`config.mk`:
```
export PLATFORM = sky130hd
export DESIGN_NAME = kernel_fetch_ctrl
export DESIGN_NICKNAME = d
export VERILOG_FILES = /design/src/rtl/kernel_fetch_ctrl.sv
export SDC_FILE = /design/constraint.sdc
export NUM_CORES = 1
export LEC_CHECK = 0
export ABC_AREA = 1
export CAP_MARGIN = 40
export CORE_AREA = 5 5 409 411
export CTS_BUF_LIST = sky130_fd_sc_hd__clkbuf_2
export DETAILED_ROUTE_END_ITERATION = 12
export DIE_AREA = 0 0 414 416
export GPL_TIMING_DRIVEN = 0
export PLACE_DENSITY = 0.39
export SYNTH_ARGS = -nofsm -noshare
export SYNTH_HDL_FRONTEND = slang
export SYNTH_SLANG_ARGS = --single-unit
```
`constraint.sdc`:
```
create_clock -name clk -period 41.4 [get_ports clk]
set_input_delay 8.28 -clock clk [delete_from_list [all_inputs] [get_ports clk]]
set_output_delay 8.28 -clock clk [all_outputs]
set_load 0.05 [all_outputs]
```
`src/rtl/kernel_fetch_ctrl.sv`:
```
// kernel_fetch_ctrl: walks a window of kernel-weight ROM addresses across a bank array and
// presents each ROM word slice to the MAC array under valid/ready. The ROM output register
// is the only data stage, so backpressure works by gating the ROM enables.
// Optional feature macro: KFC_REPEAT_EN (adds repeat_count input; the window is replayed
// repeat_count+1 times with no bubble between passes).
module kernel_fetch_ctrl #(
  parameter int unsigned WIDTH  = 16,
  parameter int unsigned DEPTH  = 736,
  parameter int unsigned NUM    = 512,
  parameter int unsigned ADDR_W = 10
) (
  input  logic              clk,
  input  logic              rst,
  input  logic              start,
  input  logic [ADDR_W-1:0] base_addr,
  input  logic [ADDR_W:0]   length,
  input  logic [NUM-1:0]    bank_mask,
`ifdef KFC_REPEAT_EN
  input  logic [7:0]        repeat_count,
`endif
  output logic              busy,
  output logic              done,
  output logic              err,
  output logic [NUM-1:0]    rom_en,
  output logic [ADDR_W-1:0] rom_addr,
  output logic              out_valid,
  input  logic              out_ready
);

  // Reject configurations whose address bus cannot cover a bank.
  if (((2 ** ADDR_W) < DEPTH) || (WIDTH == 0)) begin : g_bad_cfg
    $error("kernel_fetch_ctrl: ADDR_W too small for DEPTH, or WIDTH is zero");
  end

  localparam logic [ADDR_W+1:0] DepthW = (ADDR_W+2)'(DEPTH);
  localparam logic [ADDR_W:0]   RemOne = (ADDR_W+1)'(1);

  typedef enum logic [1:0] {StIdle, StFetch, StDrain} state_e;

  state_e              state_q, state_d;
  logic [ADDR_W-1:0]   addr_q, addr_d;
  logic [ADDR_W:0]     rem_q, rem_d;
  logic [NUM-1:0]      mask_q, mask_d;
  logic                valid_q, valid_d;
  logic                done_q, done_d;
  logic                err_q, err_d;
  logic                issue;
  logic [ADDR_W+1:0]   win_end;
`ifdef KFC_REPEAT_EN
  logic [ADDR_W-1:0]   base_q, base_d;
  logic [ADDR_W:0]     len_q, len_d;
  logic [7:0]          rep_q, rep_d;
  logic [7:0]          pass_q, pass_d;
`endif

  // One past the last word of the requested window, wide enough not to overflow.
  assign win_end = {2'b00, base_addr} + {1'b0, length};

  // Next-state logic: command acceptance, address issue and handshake tracking.
  always_comb begin
    state_d = state_q;
    addr_d  = addr_q;
    rem_d   = rem_q;
    mask_d  = mask_q;
    valid_d = valid_q;
    done_d  = 1'b0;
    err_d   = 1'b0;
    issue   = 1'b0;
`ifdef KFC_REPEAT_EN
    base_d  = base_q;
    len_d   = len_q;
    rep_d   = rep_q;
    pass_d  = pass_q;
`endif
    unique case (state_q)
      StIdle: begin
        if (start) begin
          if (length == '0) begin
            done_d = 1'b1;
          end else if (win_end > DepthW) begin
            err_d = 1'b1;
          end else begin
            addr_d  = base_addr;
            rem_d   = length;
            mask_d  = bank_mask;
            state_d = StFetch;
`ifdef KFC_REPEAT_EN
            base_d  = base_addr;
            len_d   = length;
            rep_d   = repeat_count;
            pass_d  = '0;
`endif
          end
        end
      end
      StFetch: begin
        // Issue only when the ROM output register is free or being drained this cycle.
        issue = !valid_q || out_ready;
        if (issue) begin
          valid_d = 1'b1;
          addr_d  = addr_q + 1'b1;
          rem_d   = rem_q - 1'b1;
          if (rem_q == RemOne) begin
`ifdef KFC_REPEAT_EN
            if (pass_q != rep_q) begin
              pass_d = pass_q + 8'd1;
              addr_d = base_q;
              rem_d  = len_q;
            end else begin
              state_d = StDrain;
            end
`else
            state_d = StDrain;
`endif
          end
        end
      end
      StDrain: begin
        if (valid_q && out_ready) begin
          valid_d = 1'b0;
          done_d  = 1'b1;
          state_d = StIdle;
        end
      end
      default: state_d = StIdle;
    endcase
  end

  // State and datapath registers; reset aborts any command in flight.
  always_ff @(posedge clk or posedge rst) begin
    if (rst) begin
      state_q <= StIdle;
      addr_q  <= '0;
      rem_q   <= '0;
      mask_q  <= '0;
      valid_q <= 1'b0;
      done_q  <= 1'b0;
      err_q   <= 1'b0;
`ifdef KFC_REPEAT_EN
      base_q  <= '0;
      len_q   <= '0;
      rep_q   <= '0;
      pass_q  <= '0;
`endif
    end else begin
      state_q <= state_d;
      addr_q  <= addr_d;
      rem_q   <= rem_d;
      mask_q  <= mask_d;
      valid_q <= valid_d;
      done_q  <= done_d;
      err_q   <= err_d;
`ifdef KFC_REPEAT_EN
      base_q  <= base_d;
      len_q   <= len_d;
      rep_q   <= rep_d;
      pass_q  <= pass_d;
`endif
    end
  end

  // Outputs: enables only on issue cycles so stalled ROMs hold their dout.
  always_comb begin
    busy      = (state_q != StIdle);
    done      = done_q;
    err       = err_q;
    rom_en    = issue ? mask_q : '0;
    rom_addr  = addr_q;
    out_valid = valid_q;
  end

endmodule
```
After elaboration in Yosys (flattened, before gate mapping). Index checks and enable logic that the tools add are counted.

Register bits: 538. Latch bits: 0. Bits in writable memories: 0. ROM bits: 0. Input bits: 537. Output and inout bits: 526. Logic and storage cells: 64. Memories: 0.

Add/subtract/negate cells: 3. Multiply operators: 0. Divide/modulo/power cells: 0. $lt $le $gt $ge: 1. Equality and inequality tests: 9. Shifts and indexed selects: 0. Muxes and demuxes: 30. Bitwise gates (word level): 2. Reductions and logical operators: 12.

Operators with widths (count): 512-bit 2-to-1 mux (1); 11-bit 2-to-1 mux (4); 10-bit 2-to-1 mux (4); 11-bit one-hot mux with 2 select lines (1); 10-bit one-hot mux with 2 select lines (1); 10-bit by 11-bit adder with 12-bit output (1); 12-bit by 10-bit greater-than comparator with 1-bit output (second input constant) (1); 2-bit 2-to-1 mux (6); 2-bit != test (second input constant) (6); 11-bit by 1-bit equality test with 1-bit output (second input constant) (1); 11-bit zero test (1); 11-bit by 1-bit subtractor with 11-bit output (second input constant) (1); 10-bit by 1-bit adder with 10-bit output (second input constant) (1); 1-bit 2-to-1 mux (10); 2-bit one-hot mux with 3 select lines (1); 6-bit AND reduction (1); 2-bit nonzero test (3); 5-bit AND reduction (1); 1-bit one-hot mux with 2 select lines (2); 4-bit AND reduction (1); 3-bit AND reduction (1); 2-bit by 1-bit equality test with 1-bit output (second input constant) (1); 2-bit equality test (second input constant) (1); 2-bit zero test (1); other kinds (4) (5).

Depth between registers and ports, before layout.
Depth after elaboration: 6. Mapped depth: 18. Depth with buffers taken out: 17.

Worst setup path before layout. No wires, ideal clock.

Path type: input -> output. Start point: in out_ready. End point: out rom_en[502]. Arrival time: 9.528 ns. Data required time: 33.120 ns. Slack: 23.592 ns. Stages on the path: 4. Path buffers: 2. Cell sequence: o21ai_1 -> clkbuf_1 -> clkbuf_1 -> nor2_1.

Cells in the longest elaborated chain, start to end: 3.

Ends and longest elaborated chain: start, declared (line 27) `input logic out_ready`; 1-bit logical OR (line 98) `issue = !valid_q || out_ready;`; 1-bit 2-to-1 mux (line 75) `unique case (state_q)`; 512-bit 2-to-1 mux (line 167) `rom_en = issue ? mask_q : '0;`; end, declared (line 24) `output logic [NUM-1:0] rom_en,`.

No other way between the ends.

Worst setup path after layout.
Start point: in out_ready. End point: out rom_en[214].

Same word-level chain as after synthesis.

==> flow_summary.ini <==
[synth]
yosysTopAreaCell = dfrtp_1
postSynthAreaPerCell_um2 = 7.51
syn_inst = 3589
synth_nets = 4140
seq_area_frac_synth = 0.500
synth_area_um2 = 27000
synthDistinctLibCells = 37
ys_ff_latch = 538
ys_warn_count = 0
synthTopCellsByArea = dfrtp_1 50%, inv_1 15%, nor2_1 7.5%
synth.top_cell.area_share = 0.500

[cts]
root_buffer = clkbuf_2
hold_buffers = 0
cts.repair.resized = 0
cts_max_level = 4
clkSinkCount = 538
clk_path_buf_depth = 3
insertion_delay_ns = 1.49
numCtsBuffers = 172
cts_tree = built
cts_setup_buffers = 0
cts.reportedPaths.clkPinSlew_ns = 0.06

[floorplanning]
core-area_um2 = 164000
initial_core_util = 0.165
fp-row-count = 149
io_pins = 1063
die_y_um = 416
die_area_um2 = 172000
die_w_um = 414

[grt]
grt_pass1_wl_mm = 201
grt_pass1_vias = 27700
grt_max_degree = 106
grt-ovfl-total = 0
antenna_found_initial = 72
grtUsageTotal = 0.162

[placed_design]
dp.cells = 6859
place_area_um2 = 40700
hpwl_mm = 115
place.gp.congestion = 0.842
port_buffers = 1062

[cells_and_area]
drive_gt1_frac = 0.117
multi_input_area_um2 = 8470
fillers = 18700
design_area_um2 = 42300
fin_cells = 7186
final_common_cell = clkdlybuf4s50_1
final_cell_mix = 1,062 x clkdlybuf4s50_1, 1,061 x inv_1, 542 x nor2_1
regArea_um2 = 13500
nNetsFinal = 5395
area_delta_synth_final_pct = 56.8

[sta]
clock.fmax_mhz = 50.3
hold_violations = 0
max-slew-margin-rel = 0.313
rsz0062_at_grt = no
drv_slew = 0
setup_tns_ns = 0
fin_crit_sh = 0.480
min_period_ns = 19.87
fin_skew_ns = 0.0811
worstMarginPinSlew_ns = 1.03
setup_viol = 0

[setup_path]
critPathMaxFanout = 10
end_kind = output port
crit_arrival_ns = 11.59
crit_type = primary input to output port
required_ns = 33.12
reg2reg_slack_ns = 38.86
cp-start-kind = primary input

[drt]
detail-route-antenna-nets = 0
wirelength_mm = 143
vias_per_cell = 3.72
drc = 0
first_iter_violations = 1318
wl_per_cell_um = 19.9
vias = 26700
drt_pre_antenna_iters = 5

[status]
status = complete, no violations

[min_path]
min_path_type = flip-flop to flip-flop

[power]
p_leak_nw = 21.0
power.density_nw_per_um2 = 67.5
vdd_drop_max_mv = 0.0239

[flow_run]
drv_cap = 0
[per-stage QoR]
| step | setup slack [ns] | hold WS, ns | total power [mW] | utilization |
|---|---|---|---|---|
| 2_1_floorplan | 18.08 | 0.453 | 1.85 | - |
| 3_3_place_gp | 7.55 | 0.467 | 2.43 | 0.246 |
| 3_5_place_dp | 21.22 | 0.472 | 2.45 | 0.248 |
| 4_1_cts | 21.22 | 0.491 | 2.92 | 0.257 |
| 5_1_grt | 21.26 | 0.504 | 3.08 | 0.258 |
| 6_report | 21.53 | 0.489 | 2.85 | 0.258 |
[where the power goes]
part / total [mW] / internal (mW) / switching (mW)
sequential: 0.916 / 0.771 / 0.144
combinational: 1.49 / 0.487 / 1.01
clock: 0.441 / 0.171 / 0.270
[metal layers]
layer  wire, um  vias up  GRT usage
met5        271        -          0
met4       4860       42     0.0657
li1           -    13000          -
met2      72700      828      0.285
met1      54200    12500      0.174
met3      11000      278     0.0631
[cells in the mapped netlist]
cell type / count
nand3b_1: 1
dfrtp_1: 538
nand2_2: 100
o21ai_0: 99
nand2_1: 522
nand3_2: 1
o21ai_1: 333
clkbuf_1: 90
ha_1: 13
inv_1: 1062
o211ai_1: 1
buf_4: 9
nor3b_1: 1
buf_6: 36
o22ai_1: 1
nor3b_2: 1
nand4_1: 29
buf_2: 37
buf_1: 6
nor2_2: 1
xor2_1: 8
or2_2: 1
or2_1: 1
a21o_1: 2
a31o_2: 1
a22oi_1: 1
a31oi_1: 2
o21ai_2: 101
nor3_1: 6
fa_1: 1
nor2_1: 542
xnor2_1: 3
nor4_1: 1
a21oi_1: 11
nand3_1: 23
clkbuf_2: 3
nand4_4: 1
[kinds of logic after synthesis]
family,count (synthesis),share of synthesized area
and+or+nand+nor,1231,0.187
DFF,538,0.500
AOI/OAI and AO/OA,552,0.117
xor gates and xnor gates,11,0.00358
buffers and inverters,1243,0.186
adders and majority gates,14,0.00678
[sequential cells by signal (all words and copies together) (netlist names)]
register and count:
done 1, err 1, mask_q 512, out_valid 1
rem_q 11, rom_addr 10, state_q 2
[worst paths after layout]
path                       cells after the start               startpoint                       to
min reg2reg                                    2  mask_q[310]$_DFFE_PP0P_  mask_q[310]$_DFFE_PP0P_
min in group asynchronous                      2                      rst  mask_q[103]$_DFFE_PP0P_
max in group asynchronous                      5                      rst  mask_q[158]$_DFFE_PP0P_
max reg2reg                                    7   state_q[0]$_DFFE_PP0P_    out_valid$_DFFE_PP0P_
max                                            8                out_ready              rom_en[214]
min                                            2  mask_q[310]$_DFFE_PP0P_  mask_q[310]$_DFFE_PP0P_
[layout make-up]
class                           instances  share of cell area
Sequential cell                       538               0.319
Timing Repair Buffer                 1081               0.260
Multi-Input combinational cell       1808               0.200
Inverter                             1062              0.0945
Tap cell                             2189              0.0648
Clock buffer                          242              0.0287
Buffer                                181              0.0246
Clock inverter                         37             0.00583
Antenna cell                           48             0.00284
[critical path, cell delays in order]
cell and delay [ns]:
clkdlybuf4s50_1 0.44, o21ai_1 0.36, buf_4 0.26, clkbuf_1 0.43, buf_8 0.23, clkbuf_1 0.58
nor2_1 0.10, clkdlybuf4s50_1 0.84
Power figures use the tool's default switching activity.
